[config.mk]
export PLATFORM = sky130hd
export DESIGN_NAME = instr_fetch_stage
export DESIGN_NICKNAME = d
export VERILOG_FILES = /design/src/rtl/cpu_pkg.sv /design/src/rtl/imm_sign_decode.sv /design/src/rtl/instr_fetch_stage.sv
export SDC_FILE = /design/constraint.sdc
export NUM_CORES = 1
export LEC_CHECK = 0
export BUFFER_PORTS_ARGS = -buffer_cell sky130_fd_sc_hd__buf_2
export CAP_MARGIN = 30
export CELL_PAD_IN_SITES_DETAIL_PLACEMENT = 1
export CELL_PAD_IN_SITES_GLOBAL_PLACEMENT = 2
export CORE_UTILIZATION = 26
export CTS_CLUSTER_SIZE = 24
export DETAILED_ROUTE_END_ITERATION = 10
export PLACE_DENSITY = 0.76
export SYNTH_ARGS = -nofsm -noshare
export SYNTH_HDL_FRONTEND = slang
export SYNTH_SLANG_ARGS = --single-unit
[constraint.sdc]
create_clock -name clk -period 2.1 [get_ports clk]
set_input_delay 0.42 -clock clk [delete_from_list [all_inputs] [get_ports clk]]
set_output_delay 0.42 -clock clk [all_outputs]
set_load 0.02 [all_outputs]
[src/rtl/cpu_pkg.sv]
// Shared definitions for the MIPS front end: fetch FSM states, immediate-class
// opcodes and the reset PC.
package cpu_pkg;

  typedef enum logic [1:0] {
    ST_IDLE  = 2'd0,
    ST_FETCH = 2'd1,
    ST_DROP  = 2'd2
  } fetch_state_t;

  localparam logic [5:0] OP_ANDI = 6'h0C;
  localparam logic [5:0] OP_ORI  = 6'h0D;
  localparam logic [5:0] OP_XORI = 6'h0E;
  localparam logic [5:0] OP_LUI  = 6'h0F;

  localparam logic [31:0] RESET_PC_DEFAULT = 32'h0000_3000;

  // Logical immediates and lui take their 16-bit field unsigned.
  function automatic logic is_zero_ext_op(input logic [5:0] op);
    return (op == OP_ANDI) || (op == OP_ORI) || (op == OP_XORI) || (op == OP_LUI);
  endfunction

endpackage

[src/rtl/imm_sign_decode.sv]
// Immediate extender sign select from the primary opcode: 1 = sign-extend,
// 0 = zero-extend.
module imm_sign_decode
  import cpu_pkg::*;
(
  input  logic [5:0] opcode,
  output logic       ext_sign
);

  assign ext_sign = !is_zero_ext_op(opcode);

endmodule

[src/rtl/instr_fetch_stage.sv]
// Instruction fetch: PC, req/ack instruction-memory port and a single IF/ID
// slot with valid/ready toward decode, with redirect flush of in-flight fetches.
module instr_fetch_stage
  import cpu_pkg::*;
#(
  parameter logic [31:0] RESET_PC = RESET_PC_DEFAULT
) (
  input  logic        clk,
  input  logic        rst,
  output logic        imem_req,
  output logic [31:0] imem_addr,
  input  logic        imem_ack,
  input  logic [31:0] imem_rdata,
  input  logic        redirect_valid,
  input  logic [31:0] redirect_pc,
  input  logic        id_ready,
  output logic        id_valid,
  output logic [31:0] id_instr,
  output logic [31:0] id_pc,
  output logic [31:0] id_pc_plus4,
  output logic [15:0] id_imm_16,
  output logic        id_ext_sign
);

  fetch_state_t r_state, w_state_nxt;
  logic [31:0]  r_pc, w_pc_nxt;
  logic [31:0]  r_redir_pc, w_redir_pc_nxt;
  logic [31:0]  w_pc_plus4;
  logic         w_slot_free;
  logic         w_load;
  logic         w_ext_sign;

  logic         r_id_valid;
  logic [31:0]  r_id_instr;
  logic [31:0]  r_id_pc;
  logic [31:0]  r_id_pc_plus4;
  logic [15:0]  r_id_imm_16;
  logic         r_id_ext_sign;

  assign w_pc_plus4  = r_pc + 32'd4;
  assign w_slot_free = !r_id_valid || id_ready;

  imm_sign_decode u_imm_sign_decode (
    .opcode   (imem_rdata[31:26]),
    .ext_sign (w_ext_sign)
  );

  always_comb begin
    w_state_nxt    = r_state;
    w_pc_nxt       = r_pc;
    w_redir_pc_nxt = r_redir_pc;
    w_load         = 1'b0;
    case (r_state)
      ST_IDLE: begin
        if (redirect_valid)
          w_pc_nxt = redirect_pc;
        else if (w_slot_free)
          w_state_nxt = ST_FETCH;
      end
      ST_FETCH: begin
        if (redirect_valid && imem_ack) begin
          w_pc_nxt    = redirect_pc;
          w_state_nxt = ST_IDLE;
        end else if (redirect_valid) begin
          w_redir_pc_nxt = redirect_pc;
          w_state_nxt    = ST_DROP;
        end else if (imem_ack) begin
          w_load      = 1'b1;
          w_pc_nxt    = w_pc_plus4;
          w_state_nxt = ST_IDLE;
        end
      end
      ST_DROP: begin
        // Keep the old address on the bus until the stale response drains.
        if (redirect_valid)
          w_redir_pc_nxt = redirect_pc;
        if (imem_ack) begin
          w_pc_nxt    = redirect_valid ? redirect_pc : r_redir_pc;
          w_state_nxt = ST_IDLE;
        end
      end
      default: w_state_nxt = ST_IDLE;
    endcase
  end

  always_ff @(posedge clk) begin
    if (rst) begin
      r_state    <= ST_IDLE;
      r_pc       <= RESET_PC;
      r_redir_pc <= 32'd0;
    end else begin
      r_state    <= w_state_nxt;
      r_pc       <= w_pc_nxt;
      r_redir_pc <= w_redir_pc_nxt;
    end
  end

  always_ff @(posedge clk) begin
    if (rst) begin
      r_id_valid    <= 1'b0;
      r_id_instr    <= 32'd0;
      r_id_pc       <= 32'd0;
      r_id_pc_plus4 <= 32'd0;
      r_id_imm_16   <= 16'd0;
      r_id_ext_sign <= 1'b0;
    end else begin
      if (redirect_valid)
        r_id_valid <= 1'b0;
      else if (w_load)
        r_id_valid <= 1'b1;
      else if (r_id_valid && id_ready)
        r_id_valid <= 1'b0;
      if (w_load) begin
        r_id_instr    <= imem_rdata;
        r_id_pc       <= r_pc;
        r_id_pc_plus4 <= w_pc_plus4;
        r_id_imm_16   <= imem_rdata[15:0];
        r_id_ext_sign <= w_ext_sign;
      end
    end
  end

  assign imem_req    = (r_state != ST_IDLE);
  assign imem_addr   = r_pc;
  assign id_valid    = r_id_valid;
  assign id_instr    = r_id_instr;
  assign id_pc       = r_id_pc;
  assign id_pc_plus4 = r_id_pc_plus4;
  assign id_imm_16   = r_id_imm_16;
  assign id_ext_sign = r_id_ext_sign;

endmodule
==> flow_metrics.env <==
export IMPL_synth_edf_count=0
export IMPL_path_class="flop to flop"
export IMPL_dieHeight_um=172.0
export IMPL_drtPass1Iterations=5
export IMPL_end_kind="flop"
export IMPL_synthCells=963
export IMPL_holdPathEnd="id_instr[5]"
export IMPL_cpMaxStageDelayCell="dfxtp_4"
export IMPL_ys_ff_latch=162
export IMPL_grt_max_degree=47
export IMPL_root_buffer="clkbuf_16"
export IMPL_htreeDepth=4
export IMPL_syn_nets=1037
export IMPL_cts_buffers_inserted=17
export IMPL_maxSlewHeadroom=0.6384
export IMPL_crit_reg2reg_launch="r_state[0]"
export IMPL_dpl_worst_slack_ps=-43.15
export IMPL_worstMarginPinSlew_ps=542.4
export IMPL_yosysWarnings=0
export IMPL_cts_hold_buf=0
export IMPL_grt_pass1_vias=7572
export IMPL_status="completed"
export IMPL_timing_hold_violations_final=0
export IMPL_fin_crit_sh=0.9790
export IMPL_power_uw=8059
export IMPL_initial_core_util=0.2676
export IMPL_clk_latency_ps=430
export IMPL_cp_data_arrival_time_ps=2370
export IMPL_dpl_cell_count=1566
export IMPL_cts_tree="yes"
export IMPL_synth_area_um2=7515
export IMPL_grt_setup_unrepaired="true"
export IMPL_fmax_mhz=486.4
export IMPL_synth_cell_types=69
export IMPL_ant_nets=0
export IMPL_die_w_um=172.0
export IMPL_coreArea_um2=28090
export IMPL_crit_path_cell_trace="inv_2 -> ha_4 -> buf_4 -> nand2_2 -> nor2_1 -> buf_6 -> a221o_1 -> o21a_1 -> o221a_2"
export IMPL_holdWs_ps=225.5
export IMPL_yosys_top_cells_area="dfxtp_1 43%, nand2_1 12%, a21oi_1 9.1%"
export IMPL_layout_setup_ws_ps=44.16
export IMPL_final_setup_tns_ps=0
export IMPL_avgSynthCellArea_um2=7.803
export IMPL_reg2reg_depth=9
export IMPL_io_pin_count=216
export IMPL_grt_pass1_wl_mm=43.92
export IMPL_synth_top_area_share=0.4316
export IMPL_fin_crit_ps=2056
export IMPL_yosysSeqAreaShare=0.4316
export IMPL_clock_skew_ps=14.36
export IMPL_clkSinkCount=162
export IMPL_slew_viol_final=0
export IMPL_antenna_found_initial=0
export IMPL_vdd_drop_max_mv=0.5494
export IMPL_cts_max_path_buffers=2
export IMPL_setup_viol=0
export IMPL_post_drt_via_cell_ratio=4.903
export IMPL_antenna_cells=0
export IMPL_dp_hpwl_mm=21.86
export IMPL_critPathMaxFanout=14
export IMPL_globalplace_congestion=0.8325
export IMPL_r2r_slack_ps=40
export IMPL_clk_pin_slew_ps=70
export IMPL_min_path_type="input port to flop"
export IMPL_grt_overflow=0
export IMPL_drcViolationCount=0
export IMPL_track_usage=0.1931
export IMPL_required_ps=2410
export IMPL_rows=61
export IMPL_wire_per_inst_um=18.45
export IMPL_final_cells=1601
export IMPL_rr_endpoint="imem_addr[27]"
export IMPL_drv_cap=0
export IMPL_hp_start="imem_rdata[5]"
export IMPL_wirelength_mm=29.54
export IMPL_drive_above_1_share=0.3295
export IMPL_crit_path_max_incr_delay_ps=370
export IMPL_vias=7849
export IMPL_startpoint_type="flop"
export IMPL_synth_flop_cell="dfxtp_1"
export IMPL_p_leak_uw=0.004271
export IMPL_pwr_density_cell_nw_per_um2=776.9
export IMPL_num_fill_cells=3448
export IMPL_synth_async_reset_ratio=0
export IMPL_nNetsFinal=1285
export IMPL_drt_iter0_markers=505
export IMPL_area_delta_synth_final_pct=38.05
export IMPL_portBuffers=215
export IMPL_die_area_um2=29590
export IMPL_yosys_area_top_type="dfxtp_1"
export IMPL_hold_depth=3
==> placed cells by master, fill, tap and decap left out, types with 10 or more instances in the layout <==
cell type | netlist | layout
nor3_1 | 14 | 12
o21ai_0 | 45 | 42
dfxtp_1 | 162 | 154
buf_2 | 11 | 214
inv_1 | 24 | 22
a221oi_1 | 12 | 11
nand2_1 | 233 | 229
clkbuf_16 | 0 | 17
buf_4 | 20 | 95
nand3_1 | 15 | 14
a21oi_1 | 136 | 136
a211oi_1 | 17 | 17
nor2_1 | 44 | 42
xnor2_1 | 18 | 18
a22o_1 | 10 | 10
==> what timing repair did <==
item                                    4_1_cts  5_1_grt
endpoints found under the setup margin        9       82
gates resized for setup                       8       38
gates cloned                                  0        2
hold endpoints to repair                      0        0
pin swaps                                     0        6
setup buffers                                 0        2
==> registers in the layout, summed over array words and instances, names as in the netlist <==
name / count
id_instr: 32
id_pc: 32
imem_addr: 32
r_redir_pc: 32
id_pc_plus4: 30
r_state: 2
id_ext_sign: 1
id_valid: 1
==> critical path, delay by kind of cell, from the launching register on <==
kind                     cells  cell delay, ps
AO/OA/AOI/OAI                3             790
buffers and inverters        3             390
flip-flops                   1             370
adder cells (fa/ha/maj)      1             250
AND/OR/NAND/NOR              2             130
==> where the power goes <==
part | internal, uW | switching (uW) | total (uW)
clock | 2030 | 1360 | 3390
combinational | 529 | 840 | 1370
sequential | 3200 | 96.3 | 3300
==> worst max-delay path by stage <==
stage               cells after the start  slack, ps         start            end
floorplan                               9          8    r_state[0]  imem_addr[29]
global placement                       10        -10    r_state[0]  imem_addr[18]
detailed placement                      9        -40    r_state[0]  imem_addr[29]
CTS                                     9        -50    r_state[0]  imem_addr[27]
global route                            6        -60  imem_addr[3]  imem_addr[20]
finish                                  9         40    r_state[0]  imem_addr[27]
==> kinds of logic after synthesis <==
group                      after synthesis  synth area share
buffers and inverters                  120           0.07276
muxes                                    2          0.002664
adders and majority gates                5          0.008325
AOI/OAI and AO/OA                      290            0.2401
and+or+nand+nor                        360            0.2166
xor gates and xnor gates                24           0.02797
DFF                                    162            0.4316
==> per-stage QoR <==
stage / cell area, um^2 / util
after floorplan: 7541 / -
after CTS: 10200 / 0.3632
after detailed placement: 9548 / 0.3399
after global routing: 10370 / 0.3693
final: 10370 / 0.3693
after global placement: 9548 / 0.3399
==> cell type report <==
type,instances,area (um^2),share of cell area
Inverter,25,93.84,0.009046
Timing Repair Buffer,322,2004,0.1932
Sequential cell,162,3258,0.3141
Clock buffer,20,446.7,0.04306
Tap cell,378,473.0,0.04559
Clock inverter,11,176.4,0.01701
Multi-Input combinational cell,683,3921,0.3780
==> cell usage after synthesis (3+ instances only) <==
cell type  number
o21a_1          8
clkbuf_1       61
o2111ai_1       3
nor2_1         44
and4_1          6
o21ai_0        45
a22oi_1         8
a221o_1         4
o31ai_1         7
xnor2_1        18
and3_1          7
a21oi_1       136
nand4_1         7
or4_2           3
a221oi_1       12
a31oi_1         8
a22o_1         10
inv_1          24
a211oi_1       17
dfxtp_1       162
a311oi_1        5
buf_4          20
nand3_1        15
xor2_1          6
nor4_1          9
nand2_1       233
nor3_1         14
o22ai_1         3
buf_2          11
o211a_1         3
ha_1            5
==> layer usage <==
layer  up-vias  global-route usage  routed length, um
met5         -                   0                  0
met4         0             0.05694                461
met3        34             0.03983               1714
met2       228              0.3010              13340
met1      3726              0.2665              14020
li1       3861                   -                  -
Power figures use the tool's default switching activity.
